## config.mk

```make
export PLATFORM = sky130hd
export DESIGN_NAME = keypad_decoder_flat
export DESIGN_NICKNAME = d
export VERILOG_FILES = /design/src/rtl/keypad_if.sv /design/src/rtl/keypad_decoder.sv /design/src/flat_wrapper.sv
export SDC_FILE = /design/constraint.sdc
export NUM_CORES = 1
export LEC_CHECK = 0
export ABC_AREA = 1
export BUFFER_PORTS_ARGS = -buffer_cell sky130_fd_sc_hd__buf_2
export CORE_UTILIZATION = 60
export DETAILED_ROUTE_END_ITERATION = 16
export PLACE_DENSITY = 0.77
export SYNTH_ARGS = -nofsm -noshare
export SYNTH_HDL_FRONTEND = slang
export SYNTH_SLANG_ARGS = --single-unit
```

## constraint.sdc

```tcl
create_clock -name clk -period 3.84 [get_ports clk]
set_input_delay 0 -clock clk [delete_from_list [all_inputs] [get_ports clk]]
set_output_delay 0 -clock clk [all_outputs]
set_load 0.005 [all_outputs]
```

## src/rtl/keypad_if.sv

```systemverilog
// Keypad decoder bundle: debounced row/column lines in, decoded key events out.
interface keypad_if;
  logic [4:0] row_in;
  logic [3:0] col_in;
  logic [4:0] key_code;
  logic       key_valid;
  logic       key_repeat;
  logic       key_held;
  logic       key_error;

  modport master (
    output row_in,
    output col_in,
    input  key_code,
    input  key_valid,
    input  key_repeat,
    input  key_held,
    input  key_error
  );

  modport slave (
    input  row_in,
    input  col_in,
    output key_code,
    output key_valid,
    output key_repeat,
    output key_held,
    output key_error
  );
endinterface

```

## src/rtl/keypad_decoder.sv

```systemverilog
// 5x4 keypad decoder: confirms a single stable key press, emits press and
// auto-repeat pulses while held, and demands a confirmed release before the next key.
module keypad_decoder #(
  parameter int unsigned CONFIRM_CYCLES = 200000,
  parameter int unsigned REPEAT_DELAY   = 50000000,
  parameter int unsigned REPEAT_RATE    = 10000000
) (
  input  logic     clk,
  input  logic     rst,
  keypad_if.slave  kp
);

  typedef enum logic [1:0] {
    IDLE    = 2'd0,
    CONFIRM = 2'd1,
    HELD    = 2'd2,
    RELEASE = 2'd3
  } state_t;

  localparam logic [31:0] CONFIRM_LAST = (CONFIRM_CYCLES > 32'd0) ? 32'(CONFIRM_CYCLES - 32'd1) : 32'd0;
  localparam logic [31:0] DELAY_LAST   = (REPEAT_DELAY > 32'd0)   ? 32'(REPEAT_DELAY - 32'd1)   : 32'd0;
  localparam logic [31:0] RATE_LAST    = (REPEAT_RATE > 32'd0)    ? 32'(REPEAT_RATE - 32'd1)    : 32'd0;

  function automatic logic [2:0] row_index(input logic [4:0] v);
    row_index = 3'd0;
    for (int i = 0; i < 5; i++) begin
      if (!v[i]) row_index = 3'(i);
    end
  endfunction

  function automatic logic [1:0] col_index(input logic [3:0] v);
    col_index = 2'd0;
    for (int i = 0; i < 4; i++) begin
      if (!v[i]) col_index = 2'(i);
    end
  endfunction

  function automatic logic [31:0] sat_inc(input logic [31:0] v);
    sat_inc = (v == 32'hFFFF_FFFF) ? v : v + 32'd1;
  endfunction

  logic [4:0]  row_r;
  logic [3:0]  col_r;
  state_t      state_r, state_n;
  logic [31:0] cnt_r, cnt_n;
  logic [31:0] rcnt_r, rcnt_n;
  logic        first_r, first_n;
  logic [4:0]  cand_r, cand_n;
  logic [4:0]  key_code_r, key_code_n;
  logic        key_valid_r, key_valid_n;
  logic        key_repeat_r, key_repeat_n;

  logic        idle_s, single_s, multi_s;
  logic [4:0]  code_s;
  logic [31:0] cnt_inc_s;
  logic [31:0] repeat_last_s;

  // Input capture register; decoding works only from these sampled lines.
  always_ff @(posedge clk or posedge rst) begin
    if (rst) begin
      row_r <= 5'b11111;
      col_r <= 4'b1111;
    end else begin
      row_r <= kp.row_in;
      col_r <= kp.col_in;
    end
  end

  // Classify the sampled pattern; row*4+col is simply the concatenated indices.
  always_comb begin
    idle_s   = (row_r == 5'b11111) || (col_r == 4'b1111);
    single_s = $onehot(~row_r) && $onehot(~col_r);
    multi_s  = !idle_s && !single_s;
    code_s   = {row_index(row_r), col_index(col_r)};
  end

  // State and event registers.
  always_ff @(posedge clk or posedge rst) begin
    if (rst) begin
      state_r      <= IDLE;
      cnt_r        <= 32'd0;
      rcnt_r       <= 32'd0;
      first_r      <= 1'b0;
      cand_r       <= 5'd0;
      key_code_r   <= 5'd0;
      key_valid_r  <= 1'b0;
      key_repeat_r <= 1'b0;
    end else begin
      state_r      <= state_n;
      cnt_r        <= cnt_n;
      rcnt_r       <= rcnt_n;
      first_r      <= first_n;
      cand_r       <= cand_n;
      key_code_r   <= key_code_n;
      key_valid_r  <= key_valid_n;
      key_repeat_r <= key_repeat_n;
    end
  end

  // Next-state logic. The IDLE->CONFIRM capture cycle counts as the first
  // stable clock, so acceptance lands CONFIRM_CYCLES clocks after the sample.
  always_comb begin
    state_n       = state_r;
    cnt_n         = cnt_r;
    rcnt_n        = rcnt_r;
    first_n       = first_r;
    cand_n        = cand_r;
    key_code_n    = key_code_r;
    key_valid_n   = 1'b0;
    key_repeat_n  = 1'b0;
    cnt_inc_s     = sat_inc(cnt_r);
    repeat_last_s = first_r ? DELAY_LAST : RATE_LAST;

    case (state_r)
      IDLE: begin
        if (single_s) begin
          state_n = CONFIRM;
          cand_n  = code_s;
          cnt_n   = 32'd0;
        end else begin
          state_n = IDLE;
        end
      end
      CONFIRM: begin
        if (single_s && (code_s == cand_r)) begin
          if (cnt_inc_s >= CONFIRM_LAST) begin
            state_n     = HELD;
            key_code_n  = cand_r;
            key_valid_n = 1'b1;
            cnt_n       = 32'd0;
            rcnt_n      = 32'd0;
            first_n     = 1'b1;
          end else begin
            cnt_n = cnt_inc_s;
          end
        end else begin
          state_n = IDLE;
          cnt_n   = 32'd0;
        end
      end
      HELD: begin
        if (idle_s) begin
          state_n = RELEASE;
          cnt_n   = 32'd0;
        end else if (single_s && (code_s == key_code_r)) begin
          // A due repeat right after another pulse waits one clock.
          if (rcnt_r >= repeat_last_s) begin
            if (!key_valid_r) begin
              key_valid_n  = 1'b1;
              key_repeat_n = 1'b1;
              rcnt_n       = 32'd0;
              first_n      = 1'b0;
            end else begin
              rcnt_n = rcnt_r;
            end
          end else begin
            rcnt_n = sat_inc(rcnt_r);
          end
        end else begin
          rcnt_n = rcnt_r;
        end
      end
      RELEASE: begin
        if (idle_s) begin
          if (cnt_inc_s >= CONFIRM_LAST) begin
            state_n = IDLE;
            cnt_n   = 32'd0;
          end else begin
            cnt_n = cnt_inc_s;
          end
        end else begin
          cnt_n = 32'd0;
        end
      end
      default: begin
        state_n = IDLE;
        cnt_n   = 32'd0;
        rcnt_n  = 32'd0;
      end
    endcase
  end

  assign kp.key_code   = key_code_r;
  assign kp.key_valid  = key_valid_r;
  assign kp.key_repeat = key_repeat_r;
  assign kp.key_held   = (state_r == HELD) || (state_r == RELEASE);
  assign kp.key_error  = multi_s;

endmodule
```

## src/flat_wrapper.sv

```systemverilog
// flat-port wrapper written by rule: the top's interface ports become plain ports
module keypad_decoder_flat 
#(
  parameter int unsigned CONFIRM_CYCLES = 200000,
  parameter int unsigned REPEAT_DELAY   = 50000000,
  parameter int unsigned REPEAT_RATE    = 10000000
)
  (clk, rst, kp_row_in, kp_col_in, kp_key_code, kp_key_valid, kp_key_repeat, kp_key_held, kp_key_error);
  keypad_if kp_i ();
  input  logic clk;
  input  logic rst;
  input wire logic [$bits(kp_i.row_in)-1:0] kp_row_in;
  input wire logic [$bits(kp_i.col_in)-1:0] kp_col_in;
  output wire logic [$bits(kp_i.key_code)-1:0] kp_key_code;
  output wire logic [$bits(kp_i.key_valid)-1:0] kp_key_valid;
  output wire logic [$bits(kp_i.key_repeat)-1:0] kp_key_repeat;
  output wire logic [$bits(kp_i.key_held)-1:0] kp_key_held;
  output wire logic [$bits(kp_i.key_error)-1:0] kp_key_error;
  assign kp_i.row_in = kp_row_in;
  assign kp_i.col_in = kp_col_in;
  assign kp_key_code = kp_i.key_code;
  assign kp_key_valid = kp_i.key_valid;
  assign kp_key_repeat = kp_i.key_repeat;
  assign kp_key_held = kp_i.key_held;
  assign kp_key_error = kp_i.key_error;
  keypad_decoder #(.CONFIRM_CYCLES(CONFIRM_CYCLES), .REPEAT_DELAY(REPEAT_DELAY), .REPEAT_RATE(REPEAT_RATE)) u_core (.clk(clk), .rst(rst), .kp(kp_i));
endmodule
```

Yosys cells after proc, flatten, opt, wreduce, memory -nomap -nowiden
Index checks and enable logic that the tools add are counted.
- flip-flop bits (word level): 88
- output and inout bits: 9
- logic and storage cells: 108
- add/subtract/negate cells: 9
- magnitude comparators: 2
- equal/unequal tests: 24
- muxes and demuxes: 45
- bitwise gates (word level): 2
- reduce and logical (&&, ||, !) cells: 16
- operators with widths (cell ; number):
    32-bit two-way mux ; 13
    32-bit one-hot mux with 4 select lines ; 1
    32-bit by 1-bit adder with 32-bit output (second input constant) ; 2
    32-bit == test (second input constant) ; 2
    32-bit one-hot mux with 2 select lines ; 1
    32-bit by 18-bit >= comparator with 1-bit output (second input constant) ; 1
    32-bit >= comparator ; 1
    26-bit two-way mux ; 1
    2-bit two-way mux ; 9
    1-bit two-way mux ; 16
    2-bit by 1-bit != test with 1-bit output (second input constant) ; 8
    7-bit AND reduction ; 2
    5-bit == test ; 2
    1-bit by 1-bit adder with 2-bit output ; 4
    2-bit one-hot mux with 4 select lines ; 1
    3-bit adder ; 2
    3-bit by 1-bit == test with 1-bit output (second input constant) ; 2
    3-bit != test (second input constant) ; 2
    5-bit == test (second input constant) ; 1
    5-bit inverter ; 1
    2-bit == test (second input constant) ; 2
    4-bit == test (second input constant) ; 1
    1-bit logical AND ; 4
    2-bit != test (second input constant) ; 2
    other kinds (13) ; 17

Depth between registers and ports, before layout
Gate-level depths: netlist of run 1.
- depth after elaboration: 10
- gate-level depth with buffers: 20
- mapped depth without buffers: 18

Worst setup path after synthesis of run 1
Ideal clock, no wire load.
- kind: reg-to-reg
- from: register u_core.col_r[2]
- to: register u_core.rcnt_r[19]
- arrival time: 3087 ps
- slack: 636 ps
- cell stages (with the launch flop): 16
- path buffers: 1
- path through: dfstp_2 inv_1 ha_1 ha_1 fa_1 nor4_2 inv_1 nor3_1 nand3_1 o21ai_1 nand2_1 nor2_2 nand3_4 buf_2 nand2_1 nand2_1
- longest elaborated chain between the ends: 8
- elaborated cells between the ends (all ways): 17
- classes of those cells: add/sub (2); eq/ne (7); mux (2); bitwise (1); reduce/logical (5)
- RTL lines (what ; RTL line ; text):
    start, declared ; keypad_decoder.sv:43 ; logic [3:0] col_r;
    start signal, assigned ; keypad_decoder.sv:65 ; col_r <= kp.col_in;
    4-bit inverter ; keypad_decoder.sv:72 ; single_s = $onehot(~row_r) && $onehot(~col_r);
    1-bit by 1-bit adder with 2-bit output (implied by the code) ; keypad_decoder.sv:72 ;
    3-bit adder (implied by the code) ; keypad_decoder.sv:72 ;
    3-bit by 1-bit == test with 1-bit output ; keypad_decoder.sv:72 ;
    1-bit logical AND ; keypad_decoder.sv:72 ;
    1-bit logical AND (on tied branches) ; keypad_decoder.sv:145, keypad_decoder.sv:125 ;
    2-bit by 1-bit != test with 1-bit output (no source line) ; -- ;
    7-bit AND reduction (no source line) (*) ; -- ;
    end signal, assigned ; keypad_decoder.sv:91 ; rcnt_r <= rcnt_n;
    end, declared ; keypad_decoder.sv:46 ; logic [31:0] rcnt_r, rcnt_n;
Mark *: on every way between the ends. The rest lies on a longest branch, timed or not.
A chain may end at the register's enable or synchronous reset.

Worst setup path in the final report of run 1
- from: register u_core.col_r[2]
- to: register u_core.rcnt_r[26]
The elaborated chain is that of the path after synthesis.

==> metrics.cfg, run 1 <==
[status]
outcome = finished, final reports clean

[power_and_ir_drop]
total_power_mw = 1.98
peakVddDrop_v = 0.000254
power.leakage_nw = 3.14
power_density_nw_per_um2 = 297

[critical_path]
startpoint_type = flop
path_max_fanout = 32
worstPathArrival_ns = 3.63
path_cells = inv_1, ha_1, ha_1, fa_1, nor4_2, inv_1, nor3_1, nand3_1, o21ai_1, nand2_1, nor2_2, nand3_4, nand2_1, nand2_1
crit_path_frequent_cell = nand2_1
path_class = reg2reg
cp_top_family = simple AND/OR/NAND/NOR gates
timing.critical_path.required_ns = 4.09
critPathBufInv = 2
endpoint_kind = flop
slowest_stage = dfstp_2
cpPeakStageDelay_ns = 0.57

[logic_synthesis]
yosys.area.top_type = dfrtp_1
synthTopCellsByCount = nand2_1, nor2_1, inv_1
syn-num-nets = 940
avgSynthCellArea_um2 = 6.88
synth-seq-cells = 88
synth_top_area_share = 0.319
synth_area_um2 = 6190
synth_cells = 900
yosysUniqueCellTypes = 39
seq_area_frac_synth = 0.358
ys_top_cells_by_area = dfrtp_1, nand2_1, nor2_1, inv_1, ha_1
synth_async_sr_flop_share = 1.00
synth_edf_count = 0
yosysWarningCount = 0
synth-main-ff-cell = dfrtp_1
synth.most_common_cell = nand2_1

[clock_network]
cts-root-buf = clkbuf_8
numCtsBuffers = 9
cts_tree = done
cts.sinks = 88
ctsHtreeMaxLevel = 3
clk_latency_ns = 0.37
clk_pin_slew_ns = 0.08
clockBufferDepth = 2
cts_resized = 0

[floorplan]
io_pins = 20
die_area_um2 = 10700
core-area_um2 = 9860
chipHeight_um = 104
initial_core_util = 0.627
dieWidth_um = 104
rows = 36

[route]
routed-via-count = 5804
drt-vias-per-instance = 5.48
ant_nets = 0
dr.pass1.iters = 5
wire_per_inst_um = 14.4
top_layer_used = met4
drtIter0Drc = 366
met1_length_um = 6440
wl_met2_um = 7620
drc_errors = 0
met3WireLength_um = 723
wirelength_um = 15200

[global_route]
grt_pass1_vias = 5621
grt_overflow_total = 0
grt_max_degree = 54
grt_pass1_wl_um = 25700
track_usage = 0.297
antenna_found_initial = 0

[timing]
slew_violations = 0
report.final.hold_viol_count = 0
slew_headroom = 0.400
min_period_ns = 3.37
tightest_slew_ns = 0.901
rsz0062_at_grt = false
setup-violations-final = 0
layout_setup_ws_ns = 0.466
finalSetupTns_ns = 0
skew_ns = 0.0158
finalCritPeriodShare = 0.879
max_freq_ghz = 0.296

[place]
portBuffers = 19
gp_congestion = 0.951
pre_cts_ws_ns = 0.483
dpl.hpwl_um = 10900

[layout]
area_growth_pct = 7.74
nets = 962
drive_gt1_frac = 0.0928
insertedDiodeCount = 0

[min_path]
hold_class = in2reg

[flow_run]
cap_violations = 0

## layout by cell type, fill, tap and decap left out, types with 2 or more instances in the layout
| cell type | count |
|---|---|
| xor2_1 | 20 |
| dfstp_2 | 9 |
| o22ai_1 | 3 |
| nor2_1 | 134 |
| fa_1 | 3 |
| buf_2 | 19 |
| nand3b_1 | 2 |
| xnor2_1 | 9 |
| nor4_1 | 7 |
| nand3_1 | 49 |
| or2_2 | 5 |
| nor2_2 | 8 |
| nor3b_1 | 2 |
| nand4_1 | 43 |
| nand2_1 | 283 |
| nand2_2 | 5 |
| a21oi_1 | 10 |
| ha_1 | 26 |
| nand3_4 | 2 |
| nand2_4 | 3 |
| dfrtp_1 | 79 |
| o21ai_1 | 14 |
| buf_4 | 7 |
| nor3_1 | 17 |
| o21ai_0 | 22 |
| clkinv_2 | 2 |
| clkbuf_8 | 11 |
| inv_2 | 7 |
| dlygate4sd3_1 | 10 |
| nor2_4 | 2 |
| inv_1 | 100 |
| o21bai_1 | 3 |
## power breakdown
part	switching (mW)	internal, mW	total (mW)
registers	0.0342	0.964	0.999
clock network	0.356	0.339	0.695
logic	0.189	0.0984	0.287
## routing by layer
layer,GRT usage,up-vias
met2,0.517,168
li1,-,2893
met5,0,-
met1,0.360,2705
met3,0.0441,38
met4,0.142,0
## sequential cells by signal, indices dropped and copies added (netlist names), named ones only
signal,cells
u_core.row_r,5
u_core.kp.key_repeat,1
u_core.first_r,1
u_core.cnt_r,32
u_core.cand_r,5
u_core.rcnt_r,32
u_core.kp.key_valid,1
u_core.state_r,1
u_core.kp.key_code,5
u_core.col_r,4
## final cells by class
| cell class | count | area [µm²] |
|---|---|---|
| flip-flops and latches | 88 | 2210 |
| clock inverters | 4 | 51.3 |
| well taps | 133 | 166 |
| multi-input cells | 679 | 3430 |
| inverters | 108 | 407 |
| fillers | 876 | 3200 |
| repair buffers | 36 | 248 |
| clock buffers | 12 | 155 |
## worst register-to-register path: cells and delay by family (launching register included)
kind	cells	cell delay, ns
fa+ha+maj	3	0.93
simple gates	8	1.47
buf+inv	2	0.18
flops	1	0.57
compound gates	1	0.13
## cell families after synthesis
kind of cell             after synthesis  synth area share
AO/OA/AOI/OAI                         56            0.0487
flip-flops                            88             0.358
AND/OR/NAND/NOR                      565             0.402
adder cells (fa/ha/maj)               29            0.0623
XOR/XNOR                              29            0.0410
buffers and inverters                133            0.0885
## metrics by stage
step	util	cell area [µm²]	hold WS, ns	instances
2_1_floorplan	-	6190	0.00448	900
3_3_place_gp	0.645	6360	0.105	1034
3_5_place_dp	0.645	6360	0.106	1034
4_1_cts	0.676	6670	0.255	1060
5_1_grt	0.676	6670	0.279	1060
6_report	0.676	6670	0.274	1060
## what timing repair did
action / in CTS / in global routing
setup buffers: 0 / 0
hold endpoints to repair: 52 / 0
hold buffers: 10 / 0
## path summary, 6_finish.rpt
path / startpoint / endpoint / slack, ns / cells after the start
worst max-delay path: u_core.col_r[2]$_DFF_PP1_ / u_core.rcnt_r[26]$_DFFE_PP0P_ / 0.47 / 14
worst min-delay path: kp_row_in[4] / u_core.row_r[4]$_DFF_PP1_ / 0.27 / 2
worst max register to register: u_core.col_r[2]$_DFF_PP1_ / u_core.rcnt_r[26]$_DFFE_PP0P_ / 0.47 / 14
worst min register to register: u_core.rcnt_r[27]$_DFFE_PP0P_ / u_core.rcnt_r[27]$_DFFE_PP0P_ / 0.48 / 2
max in group asynchronous: rst / u_core.cnt_r[23]$_DFFE_PP0P_ / 2.53 / 4
min in group asynchronous: rst / u_core.kp.key_code[3]$_DFFE_PP0P_ / 0.33 / 3
Power figures use the tool's default switching activity.
==> inputs of run 2 (changes only) <==
Settings changed: ABC_CLOCK_PERIOD_IN_PS from default to 3840, CORE_ASPECT_RATIO from default to 0.6.
==> run 2 against run 1 <==
Against the previous run:
- non-clock buffer count unchanged
- power up 18%
- register-to-register slack worse by 0.16 ns
- critical path type unchanged
- critical endpoint is now u_core.cnt_r[16]$_DFFE_PP0P_
- highest routed layer unchanged
==> metrics.cfg, run 2 (same netlist as run 1, synthesis figures left out) <==
[timing]
min_period_ns = 3.53  ; +0.160 ns
slew_headroom = 0.398  ; -0.00124
finalSetupTns_ns = 0  ; unchanged
tightest_slew_ns = 0.902  ; +0.00186 ns
layout_setup_ws_ns = 0.306  ; -0.160 ns
slew_violations = 0  ; unchanged
max_freq_ghz = 0.283  ; -4.5%
rsz0062_at_grt = false
report.final.hold_viol_count = 0  ; unchanged
skew_ns = 0.00655  ; -0.00930 ns
finalCritPeriodShare = 0.920  ; +0.0417
setup-violations-final = 0  ; unchanged

[layout]
area_growth_pct = 10.2
drive_gt1_frac = 0.0939  ; +0.00108
nets = 962  ; unchanged
design_area_um2 = 6820  ; +2.3%
top_regs = u_core.cnt_r (32), u_core.rcnt_r (32)
final_cell_mix = nand2_1, nor2_1, inv_1
final_common_cell = nand2_1
fillers = 878  ; +0.23%
stdcell_count = 1062  ; +0.19%
insertedDiodeCount = 0  ; unchanged

[power_and_ir_drop]
seq_power_share = 0.426  ; -0.078
p_int_mw = 1.72  ; +23%
power_density_nw_per_um2 = 343  ; +16%
switchingPower_uw = 618  ; +6.7%
power.leakage_nw = 3.21  ; +2.1%
swShare = 0.264  ; -0.0283
peakVddDrop_v = 0.000245  ; -3.5%
pwr-share-clk = 0.447  ; +0.096
pwr-share-comb = 0.128  ; -0.017

[global_route]
grt_pass1_wl_um = 26100  ; +1.7%
track_usage = 0.317  ; +0.0201
grt_max_degree = 54  ; unchanged
grt_overflow_total = 0  ; unchanged
antenna_found_initial = 0  ; unchanged
grt_pass1_vias = 5083  ; -9.6%

[floorplan]
chipHeight_um = 80.7  ; -22%
rows = 28  ; -22%
io_pins = 20  ; unchanged
die_area_um2 = 10700  ; +0.12%
dieWidth_um = 133  ; +29%
initial_core_util = 0.622  ; -0.00537
core-area_um2 = 9950  ; +0.86%

[place]
dpl.cell_count = 1036  ; +0.19%
portBuffers = 19  ; unchanged
dpl-instance-area_um2 = 6360  ; about the same
pre_cts_ws_ns = 0.348  ; -0.134 ns
dpl.hpwl_um = 11800  ; +8.3%
gp_congestion = 0.970  ; +2.1%

[route]
ant_nets = 0  ; unchanged
drc_errors = 0  ; unchanged
drt-vias-per-instance = 5.60  ; +2.3%
wirelength_um = 16300  ; +7.2%
dr.pass1.iters = 5  ; unchanged
routed-via-count = 5949  ; +2.5%
drtIter0Drc = 602  ; +64%
wire_per_inst_um = 15.4  ; +7.0%

[clock_network]
cts_tree = done
postCtsSetupRepairBufs = 0  ; unchanged
clk_pin_slew_ns = 0.07  ; about the same
cts.sinks = 88  ; unchanged
cts-root-buf = clkbuf_16
cts_resized = 0  ; unchanged
numCtsBuffers = 9  ; unchanged
ctsHtreeMaxLevel = 3  ; unchanged
clk_latency_ns = 0.35  ; -0.02 ns
clockBufferDepth = 2  ; unchanged

[critical_path]
timing.critical_path.required_ns = 4.09  ; about the same
path_class = reg2reg
startpoint = u_core.col_r[2]$_DFF_PP1_
worstPathArrival_ns = 3.78  ; +0.15 ns
endpoint_kind = flop
cpPeakStageDelay_ns = 0.55  ; -0.02 ns
path_cells = inv_1, ha_1, ha_1, fa_1, nor4_2, inv_1, nor3b_1, nand2_1, o22ai_1, nand4_2, o21ai_0
startpoint_type = flop
path_max_fanout = 17  ; -47%
r2r_start = u_core.col_r[2]$_DFF_PP1_
slowest_stage = dfstp_2

[min_path]
worstHoldStart = kp_row_in[3]
hold_class = in2reg

[flow_run]
cap_violations = 0  ; unchanged

[status]
outcome = finished, final reports clean

==> run 2: changes by cell type in the layout (fill, tap and decap cells not counted) <==
cell	previous run	this run
clkinv_4	0	1
clkbuf_8	11	1
clkbuf_16	0	9
bufinv_16	1	3
clkinv_2	2	1
clkbuf_1	1	0
==> run 2: path summary, 6_finish.rpt <==
check | endpoint | slack (ns) | cells past startpoint
setup / recovery | u_core.cnt_r[16]$_DFFE_PP0P_ | 0.31 | 11
max in group asynchronous | u_core.row_r[4]$_DFF_PP1_ | 2.46 | 4
setup reg to reg | u_core.cnt_r[16]$_DFFE_PP0P_ | 0.31 | 11
hold reg to reg | u_core.rcnt_r[28]$_DFFE_PP0P_ | 0.47 | 2
min in group asynchronous | u_core.cnt_r[6]$_DFFE_PP0P_ | 0.35 | 3
hold / removal | u_core.row_r[3]$_DFF_PP1_ | 0.29 | 2
==> run 2: routing by layer <==
| metal | track usage | part of all wire | vias up |
|---|---|---|---|
| met2 | 0.431 | 0.40 | 282 |
| met3 | 0.0795 | 0.10 | 25 |
| met1 | 0.492 | 0.49 | 2738 |
| li1 | - | - | 2904 |
| met4 | 0.0659 | 0.0099 | 0 |
| met5 | 0 | 0 | - |
==> run 2: power groups by stage <==
| stage | clock network (mW) | logic [mW] | registers [mW] |
|---|---|---|---|
| finish | 1.05 | 0.299 | 0.996 |
| floorplan | 0 | 0.215 | 1.00 |
| global route | 1.09 | 0.339 | 1.00 |
| detailed placement | 0 | 0.287 | 1.01 |
| global placement | 0 | 0.267 | 1.01 |
| CTS | 1.05 | 0.298 | 0.996 |
==> run 2: metrics by stage <==
stage	hold WS, ns	power (mW)	util
4_1_cts	0.281	2.35	0.685
6_report	0.287	2.34	0.685
2_1_floorplan	0.00448	1.22	-
3_3_place_gp	0.105	1.28	0.640
5_1_grt	0.288	2.43	0.685
3_5_place_dp	0.106	1.30	0.640
==> run 2: final cells by class <==
| cell class | instances | area [µm²] | area share |
|---|---|---|---|
| multi-input cells | 679 | 3430 | 0.503 |
| well taps | 135 | 169 | 0.0248 |
| clock inverters | 6 | 115 | 0.0169 |
| inverters | 108 | 407 | 0.0596 |
| repair buffers | 36 | 248 | 0.0363 |
| clock buffers | 10 | 239 | 0.0350 |
| flip-flops and latches | 88 | 2210 | 0.325 |
==> run 2: what timing repair did <==
| action | in CTS | in global routing |
|---|---|---|
| setup endpoints to repair | 0 | 0 |
| hold buffers | 10 | 0 |
| hold endpoints to repair | 53 | 0 |
==> run 2: worst max-delay path: cells and delay by family, from the launching register on <==
kind / cells / cell delay, ns
flip-flops: 1 / 0.55
adder cells (fa/ha/maj): 3 / 0.97
buffers and inverters: 2 / 0.20
AO/OA/AOI/OAI: 2 / 0.58
AND/OR/NAND/NOR: 4 / 1.13
